<file path="src/rtl/ibex_wb_arbiter_if.sv">
// Writeback arbiter bus bundle: execute issue, LSU response, register file
// write port and decode operand read/forward signals.
interface ibex_wb_arbiter_if #(
  parameter int unsigned DataWidth = 32
);
  logic                 ex_valid_i;
  logic                 ex_ready_o;
  logic                 ex_is_load_i;
  logic [4:0]           ex_waddr_i;
  logic [DataWidth-1:0] ex_wdata_i;
  logic                 lsu_rvalid_i;
  logic [DataWidth-1:0] lsu_rdata_i;
  logic                 lsu_err_i;
  logic [4:0]           rf_waddr_o;
  logic [DataWidth-1:0] rf_wdata_o;
  logic                 rf_we_o;
  logic [4:0]           raddr_a_i;
  logic [4:0]           raddr_b_i;
  logic [DataWidth-1:0] rf_rdata_a_i;
  logic [DataWidth-1:0] rf_rdata_b_i;
  logic [DataWidth-1:0] rdata_a_o;
  logic [DataWidth-1:0] rdata_b_o;
  logic                 load_hazard_o;
  logic                 lsu_unexpected_o;

  // Arbiter side
  modport slave (
    input  ex_valid_i, ex_is_load_i, ex_waddr_i, ex_wdata_i,
    input  lsu_rvalid_i, lsu_rdata_i, lsu_err_i,
    input  raddr_a_i, raddr_b_i, rf_rdata_a_i, rf_rdata_b_i,
    output ex_ready_o, rf_waddr_o, rf_wdata_o, rf_we_o,
    output rdata_a_o, rdata_b_o, load_hazard_o, lsu_unexpected_o
  );

  // Pipeline / register file side
  modport master (
    output ex_valid_i, ex_is_load_i, ex_waddr_i, ex_wdata_i,
    output lsu_rvalid_i, lsu_rdata_i, lsu_err_i,
    output raddr_a_i, raddr_b_i, rf_rdata_a_i, rf_rdata_b_i,
    input  ex_ready_o, rf_waddr_o, rf_wdata_o, rf_we_o,
    input  rdata_a_o, rdata_b_o, load_hazard_o, lsu_unexpected_o
  );
endinterface

</file>
<file path="src/rtl/ibex_wb_arbiter.sv">
// Writeback arbiter: merges execute results and LSU load responses onto the
// single register file write port. Pending load destinations live in a small
// FIFO; an execute write that loses to a load response waits in a one-entry
// skid. Optional macro WB_FORWARD_EN enables operand forwarding from the skid
// and the output register; without it those cases raise load_hazard_o.
module ibex_wb_arbiter #(
  parameter int unsigned DataWidth = 32,
  parameter int unsigned LoadDepth = 2
) (
  input logic            clk_i,
  input logic            rst_ni,
  ibex_wb_arbiter_if.slave bus
);
  localparam int unsigned PtrW = (LoadDepth > 1) ? $clog2(LoadDepth) : 1;

  logic [LoadDepth-1:0][4:0] fifo_addr;
  logic [LoadDepth-1:0]      fifo_vld;
  logic [PtrW-1:0]           wptr, rptr;
  logic                      fifo_full, fifo_empty;
  logic [4:0]                head;

  logic                 skid_vld;
  logic [4:0]           skid_addr;
  logic [DataWidth-1:0] skid_data;

  logic                 rf_we;
  logic [4:0]           rf_waddr;
  logic [DataWidth-1:0] rf_wdata;
  logic                 unexpected;

  logic waw_hit, fifo_hit_a, fifo_hit_b;
  logic accept, ex_wr, push, pop;
  logic                 sel_we, skid_load, skid_drain;
  logic [4:0]           sel_addr;
  logic [DataWidth-1:0] sel_data;

  assign fifo_full  = &fifo_vld;
  assign fifo_empty = ~|fifo_vld;
  assign head       = fifo_addr[rptr];

  // Address matches against the pending-load FIFO (x0 never matches)
  always_comb begin
    waw_hit    = 1'b0;
    fifo_hit_a = 1'b0;
    fifo_hit_b = 1'b0;
    for (int i = 0; i < int'(LoadDepth); i++) begin
      if (fifo_vld[i] && fifo_addr[i] == bus.ex_waddr_i && bus.ex_waddr_i != 5'd0) waw_hit = 1'b1;
      if (fifo_vld[i] && fifo_addr[i] == bus.raddr_a_i && bus.raddr_a_i != 5'd0)   fifo_hit_a = 1'b1;
      if (fifo_vld[i] && fifo_addr[i] == bus.raddr_b_i && bus.raddr_b_i != 5'd0)   fifo_hit_b = 1'b1;
    end
  end

  assign bus.ex_ready_o = !skid_vld && !(bus.ex_is_load_i && fifo_full) && !waw_hit;
  assign accept = bus.ex_valid_i && bus.ex_ready_o;
  assign ex_wr  = accept && !bus.ex_is_load_i && (bus.ex_waddr_i != 5'd0);
  assign push   = accept && bus.ex_is_load_i;
  assign pop    = bus.lsu_rvalid_i && !fifo_empty;

  // Write port selection: LSU response, then skid, then new execute write.
  // Any response claims the port, so a same-cycle execute write is skidded.
  always_comb begin
    sel_we     = 1'b0;
    sel_addr   = '0;
    sel_data   = '0;
    skid_load  = 1'b0;
    skid_drain = 1'b0;
    if (bus.lsu_rvalid_i) begin
      if (!fifo_empty && !bus.lsu_err_i && head != 5'd0) begin
        sel_we   = 1'b1;
        sel_addr = head;
        sel_data = bus.lsu_rdata_i;
      end
      skid_load = ex_wr;
    end else if (skid_vld) begin
      sel_we     = 1'b1;
      sel_addr   = skid_addr;
      sel_data   = skid_data;
      skid_drain = 1'b1;
    end else if (ex_wr) begin
      sel_we   = 1'b1;
      sel_addr = bus.ex_waddr_i;
      sel_data = bus.ex_wdata_i;
    end
  end

  // Pending-load FIFO; pointers wrap naturally since LoadDepth is a power of two
  always_ff @(posedge clk_i or negedge rst_ni) begin
    if (!rst_ni) begin
      fifo_addr <= '0;
      fifo_vld  <= '0;
      wptr      <= '0;
      rptr      <= '0;
    end else begin
      if (pop) begin
        fifo_vld[rptr] <= 1'b0;
        rptr           <= rptr + PtrW'(1);
      end
      if (push) begin
        fifo_addr[wptr] <= bus.ex_waddr_i;
        fifo_vld[wptr]  <= 1'b1;
        wptr            <= wptr + PtrW'(1);
      end
    end
  end

  // Skid buffer for an execute write displaced by a load response
  always_ff @(posedge clk_i or negedge rst_ni) begin
    if (!rst_ni) begin
      skid_vld  <= 1'b0;
      skid_addr <= '0;
      skid_data <= '0;
    end else if (skid_load) begin
      skid_vld  <= 1'b1;
      skid_addr <= bus.ex_waddr_i;
      skid_data <= bus.ex_wdata_i;
    end else if (skid_drain) begin
      skid_vld  <= 1'b0;
    end
  end

  // Registered write port and unexpected-response pulse
  always_ff @(posedge clk_i or negedge rst_ni) begin
    if (!rst_ni) begin
      rf_we      <= 1'b0;
      rf_waddr   <= '0;
      rf_wdata   <= '0;
      unexpected <= 1'b0;
    end else begin
      rf_we      <= sel_we;
      unexpected <= bus.lsu_rvalid_i && fifo_empty;
      if (sel_we) begin
        rf_waddr <= sel_addr;
        rf_wdata <= sel_data;
      end
    end
  end

  assign bus.rf_we_o          = rf_we;
  assign bus.rf_waddr_o       = rf_waddr;
  assign bus.rf_wdata_o       = rf_wdata;
  assign bus.lsu_unexpected_o = unexpected;

`ifdef WB_FORWARD_EN
  // Operand forwarding: skid is youngest, then the output register
  always_comb begin
    bus.rdata_a_o = bus.rf_rdata_a_i;
    bus.rdata_b_o = bus.rf_rdata_b_i;
    if (bus.raddr_a_i == 5'd0)                         bus.rdata_a_o = '0;
    else if (skid_vld && skid_addr == bus.raddr_a_i)   bus.rdata_a_o = skid_data;
    else if (rf_we && rf_waddr == bus.raddr_a_i)       bus.rdata_a_o = rf_wdata;
    if (bus.raddr_b_i == 5'd0)                         bus.rdata_b_o = '0;
    else if (skid_vld && skid_addr == bus.raddr_b_i)   bus.rdata_b_o = skid_data;
    else if (rf_we && rf_waddr == bus.raddr_b_i)       bus.rdata_b_o = rf_wdata;
  end
  assign bus.load_hazard_o = fifo_hit_a || fifo_hit_b;
`else
  logic late_a, late_b;

  // No forwarding: in-flight writes to an operand become hazards instead
  always_comb begin
    bus.rdata_a_o = (bus.raddr_a_i == 5'd0) ? '0 : bus.rf_rdata_a_i;
    bus.rdata_b_o = (bus.raddr_b_i == 5'd0) ? '0 : bus.rf_rdata_b_i;
    late_a = (bus.raddr_a_i != 5'd0) &&
             ((skid_vld && skid_addr == bus.raddr_a_i) || (rf_we && rf_waddr == bus.raddr_a_i));
    late_b = (bus.raddr_b_i != 5'd0) &&
             ((skid_vld && skid_addr == bus.raddr_b_i) || (rf_we && rf_waddr == bus.raddr_b_i));
  end
  assign bus.load_hazard_o = fifo_hit_a || fifo_hit_b || late_a || late_b;
`endif
endmodule

</file>
<file path="src/flat_wrapper.sv">
// flat-port wrapper written by rule: the top's interface ports become plain ports
module ibex_wb_arbiter_flat 
#(
  parameter int unsigned DataWidth = 32,
  parameter int unsigned LoadDepth = 2
)
  (clk_i, rst_ni, bus_ex_valid_i, bus_ex_is_load_i, bus_ex_waddr_i, bus_ex_wdata_i, bus_lsu_rvalid_i, bus_lsu_rdata_i, bus_lsu_err_i, bus_raddr_a_i, bus_raddr_b_i, bus_rf_rdata_a_i, bus_rf_rdata_b_i, bus_ex_ready_o, bus_rf_waddr_o, bus_rf_wdata_o, bus_rf_we_o, bus_rdata_a_o, bus_rdata_b_o, bus_load_hazard_o, bus_lsu_unexpected_o);
  ibex_wb_arbiter_if #(.DataWidth(DataWidth)) bus_i ();
  input logic clk_i;
  input logic rst_ni;
  input wire logic [$bits(bus_i.ex_valid_i)-1:0] bus_ex_valid_i;
  input wire logic [$bits(bus_i.ex_is_load_i)-1:0] bus_ex_is_load_i;
  input wire logic [$bits(bus_i.ex_waddr_i)-1:0] bus_ex_waddr_i;
  input wire logic [$bits(bus_i.ex_wdata_i)-1:0] bus_ex_wdata_i;
  input wire logic [$bits(bus_i.lsu_rvalid_i)-1:0] bus_lsu_rvalid_i;
  input wire logic [$bits(bus_i.lsu_rdata_i)-1:0] bus_lsu_rdata_i;
  input wire logic [$bits(bus_i.lsu_err_i)-1:0] bus_lsu_err_i;
  input wire logic [$bits(bus_i.raddr_a_i)-1:0] bus_raddr_a_i;
  input wire logic [$bits(bus_i.raddr_b_i)-1:0] bus_raddr_b_i;
  input wire logic [$bits(bus_i.rf_rdata_a_i)-1:0] bus_rf_rdata_a_i;
  input wire logic [$bits(bus_i.rf_rdata_b_i)-1:0] bus_rf_rdata_b_i;
  output wire logic [$bits(bus_i.ex_ready_o)-1:0] bus_ex_ready_o;
  output wire logic [$bits(bus_i.rf_waddr_o)-1:0] bus_rf_waddr_o;
  output wire logic [$bits(bus_i.rf_wdata_o)-1:0] bus_rf_wdata_o;
  output wire logic [$bits(bus_i.rf_we_o)-1:0] bus_rf_we_o;
  output wire logic [$bits(bus_i.rdata_a_o)-1:0] bus_rdata_a_o;
  output wire logic [$bits(bus_i.rdata_b_o)-1:0] bus_rdata_b_o;
  output wire logic [$bits(bus_i.load_hazard_o)-1:0] bus_load_hazard_o;
  output wire logic [$bits(bus_i.lsu_unexpected_o)-1:0] bus_lsu_unexpected_o;
  assign bus_i.ex_valid_i = bus_ex_valid_i;
  assign bus_i.ex_is_load_i = bus_ex_is_load_i;
  assign bus_i.ex_waddr_i = bus_ex_waddr_i;
  assign bus_i.ex_wdata_i = bus_ex_wdata_i;
  assign bus_i.lsu_rvalid_i = bus_lsu_rvalid_i;
  assign bus_i.lsu_rdata_i = bus_lsu_rdata_i;
  assign bus_i.lsu_err_i = bus_lsu_err_i;
  assign bus_i.raddr_a_i = bus_raddr_a_i;
  assign bus_i.raddr_b_i = bus_raddr_b_i;
  assign bus_i.rf_rdata_a_i = bus_rf_rdata_a_i;
  assign bus_i.rf_rdata_b_i = bus_rf_rdata_b_i;
  assign bus_ex_ready_o = bus_i.ex_ready_o;
  assign bus_rf_waddr_o = bus_i.rf_waddr_o;
  assign bus_rf_wdata_o = bus_i.rf_wdata_o;
  assign bus_rf_we_o = bus_i.rf_we_o;
  assign bus_rdata_a_o = bus_i.rdata_a_o;
  assign bus_rdata_b_o = bus_i.rdata_b_o;
  assign bus_load_hazard_o = bus_i.load_hazard_o;
  assign bus_lsu_unexpected_o = bus_i.lsu_unexpected_o;
  ibex_wb_arbiter #(.DataWidth(DataWidth), .LoadDepth(LoadDepth)) u_core (.clk_i(clk_i), .rst_ni(rst_ni), .bus(bus_i));
endmodule
</file>
<file path="config.mk">
export PLATFORM = sky130hd
export DESIGN_NAME = ibex_wb_arbiter_flat
export DESIGN_NICKNAME = d
export VERILOG_FILES = /design/src/rtl/ibex_wb_arbiter_if.sv /design/src/rtl/ibex_wb_arbiter.sv /design/src/flat_wrapper.sv
export SDC_FILE = /design/constraint.sdc
export NUM_CORES = 1
export LEC_CHECK = 0
export BUFFER_PORTS_ARGS = -buffer_cell sky130_fd_sc_hd__buf_2
export CORE_ASPECT_RATIO = 0.6
export CORE_MARGIN = 2
export CORE_UTILIZATION = 34
export DETAILED_ROUTE_END_ITERATION = 12
export GPL_ROUTABILITY_DRIVEN = 0
export GPL_TIMING_DRIVEN = 0
export HOLD_SLACK_MARGIN = 0.1
export MAX_ROUTING_LAYER = met4
export PLACE_DENSITY_LB_ADDON = 0.15
export SYNTH_ARGS = -nofsm -noshare
export SYNTH_HDL_FRONTEND = slang
export SYNTH_SLANG_ARGS = --single-unit
</file>
<file path="constraint.sdc">
create_clock -name clk_i -period 2.7 [get_ports clk_i]
set_input_delay 0.135 -clock clk_i [delete_from_list [all_inputs] [get_ports clk_i]]
set_output_delay 0.135 -clock clk_i [all_outputs]
set_load 0.01 [all_outputs]
</file>
Word level (Yosys, flattened, before mapping)
Cells that the tools add are included.
{"block": "op_classes", "n_lt_le_gt_ge": 4, "n_reduce_logical": 51, "eq_ne": 10, "mux": 36, "bitwise_logic": 3, "n_addsub": 2}
{"operator": "2-to-1 mux 32 bit", "n": 6}
{"operator": "equality test 5 bit", "n": 10}
{"operator": "2-to-1 mux 5 bit", "n": 7}
{"operator": "logical AND 1 bit", "n": 31}
{"operator": "nonzero test 5 bit", "n": 4}
{"operator": "2-to-1 mux 1 bit", "n": 17}
{"operator": "bitwise mux 10 bit", "n": 1}
{"operator": "logical NOT 5 bit", "n": 2}
{"operator": "logical NOT 1 bit", "n": 6}
{"operator": "demux 5 bit (select 1 bit)", "n": 1}
{"operator": "logical OR 1 bit", "n": 5}
{"operator": "< comparator 1 x 2 -> 1 bit, second input constant", "n": 2}
{"operator": "2-to-1 mux 2 bit", "n": 2}
{"operator": "adder 1 bit, second input constant", "n": 2}
{"operator": "bitwise AND 2 bit", "n": 1}
{"operator": "demux 1 bit (select 1 bit)", "n": 2}
{"operator": ">= comparator 1 bit, second input constant", "n": 2}
{"operator": "NOT 2 bit", "n": 1}
{"operator": "OR 2 bit", "n": 1}
{"operator": "AND reduction 2 bit", "n": 1}
{"operator": "nonzero test 2 bit", "n": 1}
{"operator": "OR reduction 2 bit", "n": 1}
{"block": "word_totals", "elab_cells": 118, "register_bits": 91, "inputBits": 149}

Depth between registers and ports, before layout
Gate-level depths: netlist of run 1.
{"block": "logic_depth", "depth_word": 13, "depth_mapped": 9}

Least setup slack after synthesis of run 1
Ideal clock, no wire load.
{"block": "synth_path", "kind": "register to register", "startpoint": "register u_core.fifo_addr[3] (netlist bit)", "endpoint": "register u_core.skid_data[11]", "stages_incl_launch_ff": 8, "setup_ns": 0.125, "arrival_ns": 1.998, "n_path_buf": 1, "setup_slack_ns": 0.577, "cell_sequence": "dfrtp_1 > xnor2_1 > and2_1 > a221oi_2 > nand2_1 > nor3_4 > buf_6 > mux2_2"}
{"block": "synth_via", "elab_chain_len": 11}
{"element": "start, declared", "line_no": "ibex_wb_arbiter.sv:16", "text": "logic [LoadDepth-1:0][4:0] fifo_addr;"}
{"element": "start signal, assigned by index", "line_no": "ibex_wb_arbiter.sv:99", "text": "fifo_addr[wptr] <= bus.ex_waddr_i;"}
{"element": "equality test 5 bit", "line_no": "ibex_wb_arbiter.sv:47", "text": "if (fifo_vld[i] && fifo_addr[i] == bus.ex_waddr_i && bus.ex_waddr_i != 5'd0) waw_hit = 1'b1;"}
{"element": "logical AND 1 bit (2 in series)", "line_no": "ibex_wb_arbiter.sv:47"}
{"element": "2-to-1 mux 1 bit (2 in series)", "line_no": "ibex_wb_arbiter.sv:47"}
{"element": "logical NOT 1 bit", "line_no": "ibex_wb_arbiter.sv:53", "text": "assign bus.ex_ready_o = !skid_vld && !(bus.ex_is_load_i && fifo_full) && !waw_hit;"}
{"element": "logical AND 1 bit", "line_no": "ibex_wb_arbiter.sv:53"}
{"element": "logical AND 1 bit", "line_no": "ibex_wb_arbiter.sv:54", "text": "assign accept = bus.ex_valid_i && bus.ex_ready_o;"}
{"element": "logical AND 1 bit (2 in series)", "line_no": "ibex_wb_arbiter.sv:55", "text": "assign ex_wr = accept && !bus.ex_is_load_i && (bus.ex_waddr_i != 5'd0);"}
{"element": "2-to-1 mux 1 bit", "line_no": "ibex_wb_arbiter.sv:67", "text": "if (bus.lsu_rvalid_i) begin"}
{"element": "end signal, assigned", "line_no": "ibex_wb_arbiter.sv:115", "text": "skid_data <= bus.ex_wdata_i;"}
{"element": "end, declared", "line_no": "ibex_wb_arbiter.sv:24", "text": "logic [DataWidth-1:0] skid_data;"}
No other way between the ends.
A chain may end at the register's enable or synchronous reset.

Final worst setup path of run 1
{"block": "layout_path", "startpoint": "register u_core.fifo_addr[3] (netlist bit)", "endpoint": "register u_core.skid_data[14]"}
Same word-level chain as after synthesis.

==> reports/results.tsv, run 1 <==
metric	value	unit
stdcell_area	0.00770	sq mm
vias	5250	
synthArstFlopShare	100	%
grt_max_degree	69	
hold_class	in2reg	
synth_edf_count	0	
rows	35	
post_dp_cell_area	0.00675	sq mm
nets	990	
start_util	34.6	%
peakVddDrop	341	uV
synth_area	0.00527	sq mm
ys_warn_count	0	
grt_overflow	0	
synthXorXnorAreaFrac	8.64	%
syn-mean-instance-area	10.0	sq um
worstMarginPinSlew	0.664	ns
hold_viol	0	
drv_cap	0	
slew_viol_final	0	
yosysSeqAreaShare	43.2	%
crit_required	2.92	ns
final_antenna_net_count	0	
core	0.0152	sq mm
die_h	100	microns
critPathCaptureType	flop	
synth_cell_type_count	38	
clk_pin_slew	0.07	ns
cts_tree	done	
yosys_most_used_dff	dfrtp_1	
yosys.cell_count.top_type	dfrtp_1	
cts_root_buffer	clkbuf_16	
final-setup-viol-count	0	
routed_wl	17700	microns
arrival	2.82	ns
antenna_found_initial	0	
ys_seq_elements	91	
ff2ff_path_depth	7	
die_x	165	microns
area_growth	46.1	%
dpl.hpwl	13500	microns
hold_slack	0.113	ns
worst-path-buf-inv	1	
cts.sinks	91	
synth_top_family_by_area	simple AND/OR/NAND/NOR gates	
fmax	385	MHz
port_buffers	238	
synth_top_area_share	43.2	%
via_per_inst	5.00	
dr.pass1.iters	4	
routedWlPerCell	16.9	microns
fin_crit_sh	96.1	%
syn_nets	675	
post_cts_buffers	0	
pin_count	254	
hold_depth	2	
drt_iter0_drc	343	
synth-compound-area-share	12.3	%
leakage	3.58	nW
grt_pass1_wl	27400	microns
cp_slowest_cell	nor3_4	
die-area	0.0165	sq mm
cts_buffers	9	
synth_top_area_cell	dfrtp_1	
antenna_cells	0	
muxShareOfSynthArea	11.9	%
synth_fa_ha_area_share	0	%
grt_pass1_vias	5341	
synth_cells	526	
final.setup_skew	0.00568	ns
htreeDepth	3	
drive_gt1_share	38.7	%
clock_latency	0.33	ns
power_per_cell_area	769	mW/mm^2
synth.top_cells.by_area	dfrtp_1, mux2_2, nor2b_1	
relSlewSlack	55.7	%
start_kind	flop	
synth_commonest_cells	dfrtp_1, nor2b_1, mux2_2, nand2_1, a21oi_1	
post-route-min-period	2.60	ns
cts_buffer_depth	2	
status	completed	
synth-simple-area-share	18.9	%
critPathMaxStageDelay	0.53	ns
grt_usage	21.9	%
drc	0	
crit_cells	7	
finalSetupTns	0	ns
cp_max_fo	10	
path_cells	xnor2_1, and2_1, a221oi_2, nand2_1, nor3_4, buf_6, mux2_2	
cpLargestDelayFamily	simple AND/OR/NAND/NOR gates	
postCtsResizedCells	0	
critPathKind	reg2reg	
rsz0062_at_grt	no	
[cell type report]
type / instances / area (sq um)
Clock buffer: 9 / 225
Buffer: 56 / 256
Clock inverter: 7 / 76.3
Sequential cell: 91 / 2280
Inverter: 3 / 11.3
Fill cell: 1455 / 7540
Tap cell: 203 / 254
Timing Repair Buffer: 304 / 1870
Multi-Input combinational cell: 376 / 2730
[power by group]
| part | switching (mW) | internal (mW) |
|---|---|---|
| Combinational | 1.12 | 1.16 |
| Clock | 0.548 | 0.722 |
| Sequential | 0.463 | 1.90 |
[cell families (layout without fill, tap and decap cells)]
group | after synthesis | after routing
AOI/OAI and AO/OA | 88 | 88
buffers and inverters | 59 | 379
DFF | 91 | 91
muxes | 56 | 56
and+or+nand+nor | 180 | 180
xor gates and xnor gates | 52 | 52
[registers in the layout (all words and copies together) (netlist names)]
signal                       cells
u_core.rptr                      1
u_core.skid_addr                 5
u_core.bus.rf_waddr_o            5
u_core.fifo_addr                10
u_core.skid_data                32
u_core.bus.lsu_unexpected_o      1
u_core.bus.rf_wdata_o           32
u_core.fifo_vld                  2
u_core.skid_vld                  1
u_core.wptr                      1
u_core.bus.rf_we_o               1
[routing by layer]
layer  share of wire (%)  GRT usage (%)  vias to the layer above
met3                 7.0           3.64                       12
met1                  47           30.4                     2554
li1                    -              -                     2501
met4                0.59           4.15                        0
met5                   0              -                        -
met2                  46           34.1                      183
[path summary, 6_finish.rpt]
check | startpoint | end | slack (ns)
worst max-delay path | u_core.fifo_addr[3]$_DFFE_PN0P_ | u_core.skid_data[14]$_DFFE_PN0P_ | 0.10
worst min-delay path | bus_ex_waddr_i[1] | u_core.fifo_addr[1]$_DFFE_PN0P_ | 0.11
worst max register to register | u_core.fifo_addr[3]$_DFFE_PN0P_ | u_core.skid_data[14]$_DFFE_PN0P_ | 0.10
worst min register to register | u_core.wptr$_DFFE_PN0P_ | u_core.wptr$_DFFE_PN0P_ | 0.49
max in group asynchronous | rst_ni | u_core.fifo_addr[2]$_DFFE_PN0P_ | 1.81
min in group asynchronous | rst_ni | u_core.bus.rf_wdata_o[14]$_DFFE_PN0P_ | 0.24
[placed cells by master, fill, tap and decap left out, types with 5 or more instances in the layout]
cell type	instances
xnor2_1	17
nand2_1	43
nand4_1	34
clkbuf_1	33
a21oi_1	36
o22ai_1	5
mux2_2	48
clkbuf_16	9
xor2_1	35
nor4_1	8
nand3_1	6
nor2b_1	64
a221o_1	33
buf_2	252
nor2_1	8
dlygate4sd3_1	65
dfrtp_1	91
and2_1	6
[worst reg2reg max path: cells and delay by family (launching register included)]
family          cells  cell delay (ns)
simple gates        3             0.86
flops               1             0.48
mux                 1             0.35
buf+inv             1             0.25
xor+xnor            1             0.16
compound gates      1             0.37
[stage by stage]
| stage | utilization [%] | power [mW] | worst slack (ns) | cells |
|---|---|---|---|---|
| 5_1_grt | 50.5 | 6.28 | 0.0216 | 1049 |
| 4_1_cts | 50.5 | 5.93 | 0.160 | 1049 |
| 2_1_floorplan | - | 3.69 | 0.577 | 526 |
| 6_report | 50.5 | 5.92 | 0.104 | 1049 |
| 3_5_place_dp | 44.3 | 4.57 | 0.164 | 968 |
| 3_3_place_gp | 44.1 | 4.46 | 0.160 | 967 |
[what timing repair did]
item	CTS	global route
setup endpoints to repair	0	0
endpoints found under the hold margin	155	0
hold buffers	65	0
(Power assumes the default switching activity.)
==> run 2, diff against run 1 <==
--- a/config.mk
+++ b/config.mk
@@ -6,6 +6,8 @@
 export NUM_CORES = 1
 export LEC_CHECK = 0
 export BUFFER_PORTS_ARGS = -buffer_cell sky130_fd_sc_hd__buf_2
+export CELL_PAD_IN_SITES_DETAIL_PLACEMENT = 0
+export CELL_PAD_IN_SITES_GLOBAL_PLACEMENT = 1
 export CORE_ASPECT_RATIO = 0.6
 export CORE_MARGIN = 2
 export CORE_UTILIZATION = 34
@@ -15,6 +17,8 @@
 export HOLD_SLACK_MARGIN = 0.1
 export MAX_ROUTING_LAYER = met4
 export PLACE_DENSITY_LB_ADDON = 0.15
+export SLEW_MARGIN = 0
 export SYNTH_ARGS = -nofsm -noshare
 export SYNTH_HDL_FRONTEND = slang
 export SYNTH_SLANG_ARGS = --single-unit
+export TNS_END_PERCENT = 20
==> reports/results.tsv, run 2 (synthesis results as in run 1) <==
metric	value	unit
status	completed	
via_per_inst	4.98	
critPathCaptureType	flop	
fin_crit_sh	93.3	%
cts_buffers	9	
critPathKind	reg2reg	
layout_common_cells	buf_2, dfrtp_1, dlygate4sd3_1	
leakage	3.58	nW
hold_slack	0.143	ns
peakVddDrop	352	uV
slew_viol_final	0	
power.total	5.87	mW
vias	5218	
antenna_cells	0	
endpoint	u_core.skid_data[11]$_DFFE_PN0P_	
final_common_cell	buf_2	
cpLargestDelayFamily	simple AND/OR/NAND/NOR gates	
die_h	100	microns
routedWlPerCell	17.8	microns
port_buffers	238	
grt_pass1_wl	29000	microns
antenna_found_initial	0	
relSlewSlack	58.9	%
post-route-min-period	2.52	ns
arrival	2.73	ns
post_dp_cell_area	0.00675	sq mm
worstSetupStartpoint	u_core.fifo_addr[3]$_DFFE_PN0P_	
stdcell_area	0.00769	sq mm
grt_pass1_vias	5357	
post_cts_buffers	0	
core	0.0152	sq mm
start_util	34.6	%
start_kind	flop	
hold_class	in2reg	
rsz0062_at_grt	no	
final.setup_skew	0.00824	ns
power_per_cell_area	763	mW/mm^2
hold_viol	0	
rows	35	
grt_overflow	0	
cts.sinks	91	
ff2ff_path_depth	7	
cp_max_fo	10	
fmax	397	MHz
cts_buffer_depth	2	
die-area	0.0165	sq mm
dr.pass1.iters	5	
final-setup-viol-count	0	
clk_pin_slew	0.07	ns
crit_cells	7	
fillers	1450	
cts_tree	done	
routed_wl	18700	microns
final_antenna_net_count	0	
nets	990	
pin_count	254	
cp_slowest_cell	dfrtp_1	
clock_latency	0.33	ns
area_growth	45.9	%
critPathMaxStageDelay	0.48	ns
dpl.hpwl	14300	microns
worstMarginPinSlew	0.616	ns
drt_iter0_drc	326	
drv_cap	0	
grt_usage	23.3	%
timing.rr.start	u_core.fifo_addr[3]$_DFFE_PN0P_	
drc	0	
finalSetupTns	0	ns
die_x	165	microns
grt_max_degree	70	
cts_root_buffer	clkbuf_16	
worst-path-buf-inv	1	
rr_endpoint	u_core.skid_data[11]$_DFFE_PN0P_	
htreeDepth	3	
path_cells	xnor2_1, and2_1, a221oi_2, nand2_1, nor3_4, buf_6, mux2_2	
drive_gt1_share	38.7	%
ff2ff_setup_slack	0.18	ns
crit_required	2.91	ns
==> run 2: worst min path at each step <==
stage | start | end | cells past startpoint
2_1_floorplan | rst_ni | u_core.bus.lsu_unexpected_o$_DFF_PN0_ | 0
3_3_place_gp | bus_lsu_rdata_i[2] | u_core.bus.rf_wdata_o[2]$_DFFE_PN0P_ | 2
3_5_place_dp | rst_ni | u_core.bus.rf_wdata_o[11]$_DFFE_PN0P_ | 1
4_1_cts | bus_ex_waddr_i[1] | u_core.fifo_addr[6]$_DFFE_PN0P_ | 2
5_1_grt | bus_ex_waddr_i[1] | u_core.fifo_addr[6]$_DFFE_PN0P_ | 2
6_report | bus_ex_waddr_i[1] | u_core.fifo_addr[6]$_DFFE_PN0P_ | 2
==> run 2: where the power goes <==
| group | switching (mW) | internal [mW] | leakage (nW) |
|---|---|---|---|
| Sequential | 0.460 | 1.90 | 1.10 |
| Clock | 0.532 | 0.678 | 0.139 |
| Combinational | 1.13 | 1.16 | 2.33 |
==> run 2: routing by layer <==
layer	track usage, %	wire length [microns]	vias up	part of all wire [%]
li1	-	-	2504	-
met1	32.1	8650	2530	46
met2	37.2	8710	178	47
met3	4.09	1270	6	6.8
met4	2.74	68	0	0.36
met5	-	0	-	0
==> run 2: area by class of cell <==
cell class	instances	area [sq um]	share of cell area (%)
well taps	203	254	3.30
clock buffers	11	253	3.29
flip-flops and latches	91	2280	29.6
plain buffers	56	256	3.34
inverters	3	11.3	0.146
multi-input cells	376	2730	35.5
clock inverters	4	33.8	0.439
repair buffers	304	1870	24.3
==> run 2: through the flow <==
| step | cells | util [%] | worst slack [ns] |
|---|---|---|---|
| floorplan | 526 | - | 0.577 |
| finish | 1048 | 50.5 | 0.182 |
| global route | 1048 | 50.5 | 0.00994 |
| CTS | 1048 | 50.4 | 0.114 |
| detailed placement | 968 | 44.3 | 0.142 |
| global placement | 967 | 44.1 | 0.172 |
==> run 2: repair_timing <==
| item | CTS | global route |
|---|---|---|
| hold buffers | 65 | 0 |
| setup endpoints to repair | 0 | 5 |
| resized for setup | 0 | 1 |
| hold endpoints to repair | 155 | 0 |
